$ cat src/rtl/readout_discriminator.sv
// readout_discriminator
//
// Integrates I/Q ADC samples for a set of qubit readout lanes, then decides
// per lane whether the integrated energy |sum I| + |sum Q| strictly exceeds
// a threshold.
//
// Handshakes (both use valid/ready semantics): a transfer happens on a
// rising clock edge where the producer's valid and the consumer's ready are
// both 1. The producer holds its payload stable until the transfer. Here
// meas_start/meas_ready carry the request (meas_mask, meas_len, threshold),
// and result_valid/result_ready carry the decision vector.
//
// Ports
//   clk          rising-edge clock
//   rst          synchronous active-high reset
//   meas_start   request valid
//   meas_ready   request ready (1 exactly in IDLE)
//   meas_mask    lanes to measure, latched on accept
//   meas_len     valid samples to integrate, 0 means 256, latched on accept
//   threshold    unsigned energy threshold, latched on accept
//   adc_valid    adc_i/adc_q carry a sample this cycle
//   adc_i, adc_q packed signed samples, lane k at [k*SAMPLE_BITS +: SAMPLE_BITS]
//   result       per-lane decision, held until the next DISCRIMINATE
//   result_valid result valid (1 throughout REPORT)
//   result_ready consumer accepts result
//   fsm_state    current FSM state, for observation only
module readout_discriminator #(
    parameter int  NUM_QUBITS  = 8,
    parameter int  SAMPLE_BITS = 16,
    localparam int ACC_BITS    = SAMPLE_BITS + 9,
    localparam int THR_BITS    = ACC_BITS + 1
) (
    input  logic                              clk,
    input  logic                              rst,
    input  logic                              meas_start,
    output logic                              meas_ready,
    input  logic [NUM_QUBITS-1:0]             meas_mask,
    input  logic [7:0]                        meas_len,
    input  logic [THR_BITS-1:0]               threshold,
    input  logic                              adc_valid,
    input  logic [NUM_QUBITS*SAMPLE_BITS-1:0] adc_i,
    input  logic [NUM_QUBITS*SAMPLE_BITS-1:0] adc_q,
    output logic [NUM_QUBITS-1:0]             result,
    output logic                              result_valid,
    input  logic                              result_ready,
    output logic [1:0]                        fsm_state
);

    typedef enum logic [1:0] {
        IDLE         = 2'd0,
        INTEGRATE    = 2'd1,
        DISCRIMINATE = 2'd2,
        REPORT       = 2'd3
    } state_t;

    state_t state;
    state_t state_next;

    logic [NUM_QUBITS-1:0] mask_q;
    logic [7:0]            len_q;
    logic [THR_BITS-1:0]   thr_q;
    logic [8:0]            count;
    logic [8:0]            target;
    logic                  accept;
    logic                  last_sample;

    // Accumulators are kept as plain two's-complement vectors; 256 samples of
    // a full-scale SAMPLE_BITS value need at most SAMPLE_BITS+9 bits.
    logic [ACC_BITS-1:0]   acc_i   [NUM_QUBITS];
    logic [ACC_BITS-1:0]   acc_q   [NUM_QUBITS];
    logic [ACC_BITS-1:0]   inc_i   [NUM_QUBITS];
    logic [ACC_BITS-1:0]   inc_q   [NUM_QUBITS];
    logic [NUM_QUBITS-1:0] decision;

    assign fsm_state   = state;
    assign accept      = meas_start & meas_ready;
    assign target      = (len_q == 8'd0) ? 9'd256 : {1'b0, len_q};
    // count never exceeds 255 before the final sample, so count+1 fits 9 bits.
    assign last_sample = ((count + 9'd1) == target);

    // ------------------------------------------------------------------
    // FSM
    // ------------------------------------------------------------------
    always_ff @(posedge clk) begin
        if (rst) begin
            state <= IDLE;
        end else begin
            state <= state_next;
        end
    end

    always_comb begin
        state_next   = state;
        meas_ready   = 1'b0;
        result_valid = 1'b0;
        case (state)
            IDLE: begin
                meas_ready = 1'b1;
                if (meas_start) begin
                    state_next = INTEGRATE;
                end
            end
            INTEGRATE: begin
                if (adc_valid && last_sample) begin
                    state_next = DISCRIMINATE;
                end
            end
            DISCRIMINATE: begin
                state_next = REPORT;
            end
            REPORT: begin
                result_valid = 1'b1;
                if (result_ready) begin
                    state_next = IDLE;
                end
            end
            default: begin
                state_next = IDLE;
            end
        endcase
    end

    // ------------------------------------------------------------------
    // Per-lane sign extension and energy / decision
    // ------------------------------------------------------------------
    for (genvar k = 0; k < NUM_QUBITS; k++) begin : g_lane
        logic [SAMPLE_BITS-1:0] s_i;
        logic [SAMPLE_BITS-1:0] s_q;
        logic [THR_BITS-1:0]    ext_i;
        logic [THR_BITS-1:0]    ext_q;
        logic [THR_BITS-1:0]    mag_i;
        logic [THR_BITS-1:0]    mag_q;
        logic [THR_BITS-1:0]    energy;

        assign s_i      = adc_i[k*SAMPLE_BITS +: SAMPLE_BITS];
        assign s_q      = adc_q[k*SAMPLE_BITS +: SAMPLE_BITS];
        assign inc_i[k] = {{(ACC_BITS-SAMPLE_BITS){s_i[SAMPLE_BITS-1]}}, s_i};
        assign inc_q[k] = {{(ACC_BITS-SAMPLE_BITS){s_q[SAMPLE_BITS-1]}}, s_q};

        // Widen by one bit before negating so the most negative accumulator
        // value has a representable magnitude; the sum of two magnitudes is
        // at most 2^ACC_BITS, which still fits in THR_BITS.
        assign ext_i  = {acc_i[k][ACC_BITS-1], acc_i[k]};
        assign ext_q  = {acc_q[k][ACC_BITS-1], acc_q[k]};
        assign mag_i  = ext_i[THR_BITS-1] ? (~ext_i + THR_BITS'(1)) : ext_i;
        assign mag_q  = ext_q[THR_BITS-1] ? (~ext_q + THR_BITS'(1)) : ext_q;
        assign energy = mag_i + mag_q;

        assign decision[k] = mask_q[k] & (energy > thr_q);
    end

    // ------------------------------------------------------------------
    // Datapath registers
    // ------------------------------------------------------------------
    always_ff @(posedge clk) begin
        if (rst) begin
            mask_q <= '0;
            len_q  <= '0;
            thr_q  <= '0;
            count  <= '0;
            result <= '0;
            for (int k = 0; k < NUM_QUBITS; k++) begin
                acc_i[k] <= '0;
                acc_q[k] <= '0;
            end
        end else begin
            if (accept) begin
                mask_q <= meas_mask;
                len_q  <= meas_len;
                thr_q  <= threshold;
                count  <= '0;
                for (int k = 0; k < NUM_QUBITS; k++) begin
                    acc_i[k] <= '0;
                    acc_q[k] <= '0;
                end
            end else if (state == INTEGRATE && adc_valid) begin
                count <= count + 9'd1;
                for (int k = 0; k < NUM_QUBITS; k++) begin
                    if (mask_q[k]) begin
                        acc_i[k] <= acc_i[k] + inc_i[k];
                        acc_q[k] <= acc_q[k] + inc_q[k];
                    end
                end
            end

            // result only changes here, so it stays stable through REPORT
            // and keeps its value after the handshake.
            if (state == DISCRIMINATE) begin
                result <= decision;
            end
        end
    end

endmodule

$ cat config.mk
export PLATFORM = sky130hd
export DESIGN_NAME = readout_discriminator
export DESIGN_NICKNAME = d
export VERILOG_FILES = /design/src/rtl/readout_discriminator.sv
export SDC_FILE = /design/constraint.sdc
export NUM_CORES = 2
export LEC_CHECK = 0
export ABC_CLOCK_PERIOD_IN_PS = 12990
export BUFFER_PORTS_ARGS = -buffer_cell sky130_fd_sc_hd__buf_2
export CAP_MARGIN = 20
export CORE_UTILIZATION = 30
export CTS_BUF_LIST = sky130_fd_sc_hd__clkbuf_8
export DETAILED_ROUTE_END_ITERATION = 10
export GPL_ROUTABILITY_DRIVEN = 0
export HOLD_SLACK_MARGIN = 0.03
export PLACE_DENSITY_LB_ADDON = 0.25
export SYNTH_ARGS = -nofsm -noshare
export SYNTH_HDL_FRONTEND = slang
export SYNTH_SLANG_ARGS = --single-unit
$ cat constraint.sdc
create_clock -name clk -period 12.99 [get_ports clk]
set_input_delay 0.6495 -clock clk [delete_from_list [all_inputs] [get_ports clk]]
set_output_delay 0.6495 -clock clk [all_outputs]
set_load 0.02 [all_outputs]
==> qor.yml <==
logic_synthesis:
  synth_cells: 6448
  synth_top_area_frac: 0.193
  ys.warnings.count: 0
  ys_async_sr_fraction: 0
  synthesis.area_sq_um: 54600
  synth_common_cells: "ha_1, xnor2_1, nor2_1, o21ai_0, a21oi_1"
  syn_nets: 7588
  synth_top_area_cell: "edfxtp_1"
  yosys_most_used_dff: "edfxtp_1"
  synth-edff-count: 350
  ys_seq_area_frac: 0.233
  synth.most_common_cell: "ha_1"
  ys_ff_latch: 461
  synth.distinct_cells: 83
  synth_area_per_cell_sq_um: 8.47
  ys_top_cells_by_area: "edfxtp_1, ha_1, xnor2_1"
floorplanning:
  core-area_sq_um: 181000
  dieHeight_um: 429
  ioPinCount: 315
  chipWidth_um: 429
  fp-row-count: 156
  start_util: 0.302
  die_area_sq_um: 184000
flow_run:
  max_cap_viol_count: 0
cts:
  clk_latency_ns: 0.84
  cts_root_buffer: "clkbuf_8"
  cts.sinks: 461
  cts_max_path_buffers: 3
  cts.repair.resized: 0
  ctsHoldBuffers: 28
  post_cts_buffers: 0
  path_clk_slew_ns: 0.07
  cts_tree: "yes"
  cts-buffers-inserted: 100
  cts-htree-levels: 3
setup_path:
  startpoint_type: "flop"
  endpoint_kind: "flop"
  worstReg2RegEnd: "result[2]"
  crit_buf_inv: 0
  max_stage_delay_ns: 0.65
  reg2reg_slack_ns: 6.47
  r2r_start: "acc_i[0][56]"
  slowest_stage: "a221oi_1"
  crit_path_cell_trace: "or4_4 -> or3_1 -> or4_1 -> o31ai_1 -> xnor2_1 -> ha_1 -> and4_1 -> a221oi_1 -> o211ai_1 -> a31o_2 -> a21oi_1 -> xnor2_1 -> ha_1 -> nand2_1 -> nor3_1 -> nand2_1 -> or3_1 -> or4_1 -> a31oi_1 -> nor2_1 -> o31a_1"
  path_class: "reg -> reg"
  cp.arrival_ns: 7.22
  cp_max_fo: 5
  required_ns: 13.69
  r2r_cells: 21
  cp_top_family: "simple AND/OR/NAND/NOR gates"
final_layout:
  final_layout_size_suffix_gt1_frac: 0.0854
  fillers: 18900
  fin_cells: 9284
  syn2layout_area_growth_pct: 12.4
  nets: 7965
  fin_util: 0.340
drt:
  via_count: 49500
  drc_errors: 0
  wl_per_cell_um: 19.2
  via_per_inst: 5.33
  firstDrtPassIters: 6
  wl_um: 179000
  drt-initial-drc-count: 2695
  antenna_left: 0
timing:
  maxSlewViolCount: 0
  fin_crit_sh: 0.502
  max_slew_margin: 0.303
  clock_skew_ns: 0.0538
  hold_violations: 0
  finalSetupViolCount: 0
  hold_ws_ns: 0.121
  rsz0062_at_grt: "no"
  fin_crit_ns: 6.52
  tightest_slew_ns: 1.04
  fmax_mhz: 153
  setup_tns_ns: 0
worst_hold_path:
  min_from: "threshold[18]"
  whs_endpoint: "thr_q[18]"
  hold_class: "in -> reg"
  holdPathStages: 3
grt:
  grt_usage: 0.189
  grt_pass1_wl_um: 273000
  grt_max_degree: 51
  antenna_found_initial: 22
  use_met3: 0.0224
  overflow: 0
  grt_pass1_vias: 47900
  grtUsageMet1: 0.237
  met2_usage: 0.324
  grt_most_used_layer: "met2"
power:
  powerDensity_nw_per_um2: 188
  ir_drop_mv: 0.0865
  p_total_mw: 11.6
  p_leak_nw: 26.2
placement:
  dp_cells: 9065
  dp_hpwl_um: 140000
  io_buffers: 314
outcome:
  status: "completed"
[per-layer routing]
layer / share of wire / wire (um) / vias up
li1: - / - / 24900
met4: 0.043 / 7650 / 12
met2: 0.47 / 84200 / 982
met1: 0.45 / 80000 / 23300
met3: 0.037 / 6620 / 275
met5: 0.00043 / 77 / -
[flip-flops by register name, summed over array words and instances, names as in the netlist]
name	count
count	9
fsm_state	2
mask_q	8
acc_q	200
thr_q	26
result	8
acc_i	200
len_q	8
[worst register-to-register path, cell delays in order, from the launching register on]
cell      delay (ns)
edfxtp_1        0.44
or4_4           0.57
or3_1           0.35
or4_1           0.59
o31ai_1         0.29
xnor2_1         0.10
ha_1            0.36
and4_1          0.24
a221oi_1        0.65
o211ai_1        0.21
a31o_2          0.29
a21oi_1         0.17
xnor2_1         0.09
ha_1            0.27
nand2_1         0.06
nor3_1          0.26
nand2_1         0.11
or3_1           0.43
or4_1           0.57
a31oi_1         0.19
nor2_1          0.05
o31a_1          0.12
[layout make-up]
cell class / count / area, sq um / share of cell area
clock buffers: 115 / 1580 / 0.0258
clock inverters: 67 / 344 / 0.00561
flip-flops and latches: 461 / 12700 / 0.207
inverters: 260 / 976 / 0.0159
multi-input cells: 5603 / 40500 / 0.659
diodes: 9 / 22.5 / 0.000367
repair buffers: 399 / 2280 / 0.0371
well taps: 2370 / 2970 / 0.0483
[how the worst max path moves through the flow]
stage / start / to / slack (ns) / cells past startpoint
2_1_floorplan: acc_i[0][56] / result[2] / 7.18 / 21
3_3_place_gp: acc_i[0][56] / result[2] / 6.55 / 21
3_5_place_dp: acc_i[0][56] / result[2] / 6.50 / 21
4_1_cts: acc_i[0][56] / result[2] / 6.49 / 21
5_1_grt: acc_i[0][56] / result[2] / 5.97 / 21
6_report: acc_i[0][56] / result[2] / 6.47 / 21
[logic make-up after synthesis]
kind of cell,Yosys count,share of synthesized area
mux,6,0.00112
simple gates,1963,0.177
fa+ha+maj,837,0.195
compound gates,2003,0.240
flops,461,0.233
buf+inv,384,0.0264
xor+xnor,794,0.127
[where the power goes]
part | switching (mW) | internal, mW | total, mW
Sequential | 0.381 | 1.91 | 2.29
Clock | 0.777 | 0.840 | 1.62
Combinational | 4.31 | 3.34 | 7.65
[stage by stage]
stage | instance area, sq um | setup slack, ns
finish | 61400 | 6.47
global placement | 59100 | 6.55
CTS | 61400 | 6.49
detailed placement | 59100 | 6.50
floorplan | 54600 | 7.18
global route | 61400 | 5.97
[placed cells by master, fill, tap and decap left out, drive strengths merged, types with 123 or more instances in the layout]
cell | Yosys | routed
nor3 | 207 | 207
o31ai | 123 | 123
buf | 7 | 371
ha | 813 | 813
xor2 | 200 | 200
a21o | 213 | 213
o21a | 153 | 153
nand2 | 416 | 416
nor2 | 572 | 572
edfxtp | 350 | 350
xnor2 | 594 | 594
inv | 260 | 295
o21ai | 482 | 482
a21oi | 463 | 463
Power figures use the tool's default switching activity.
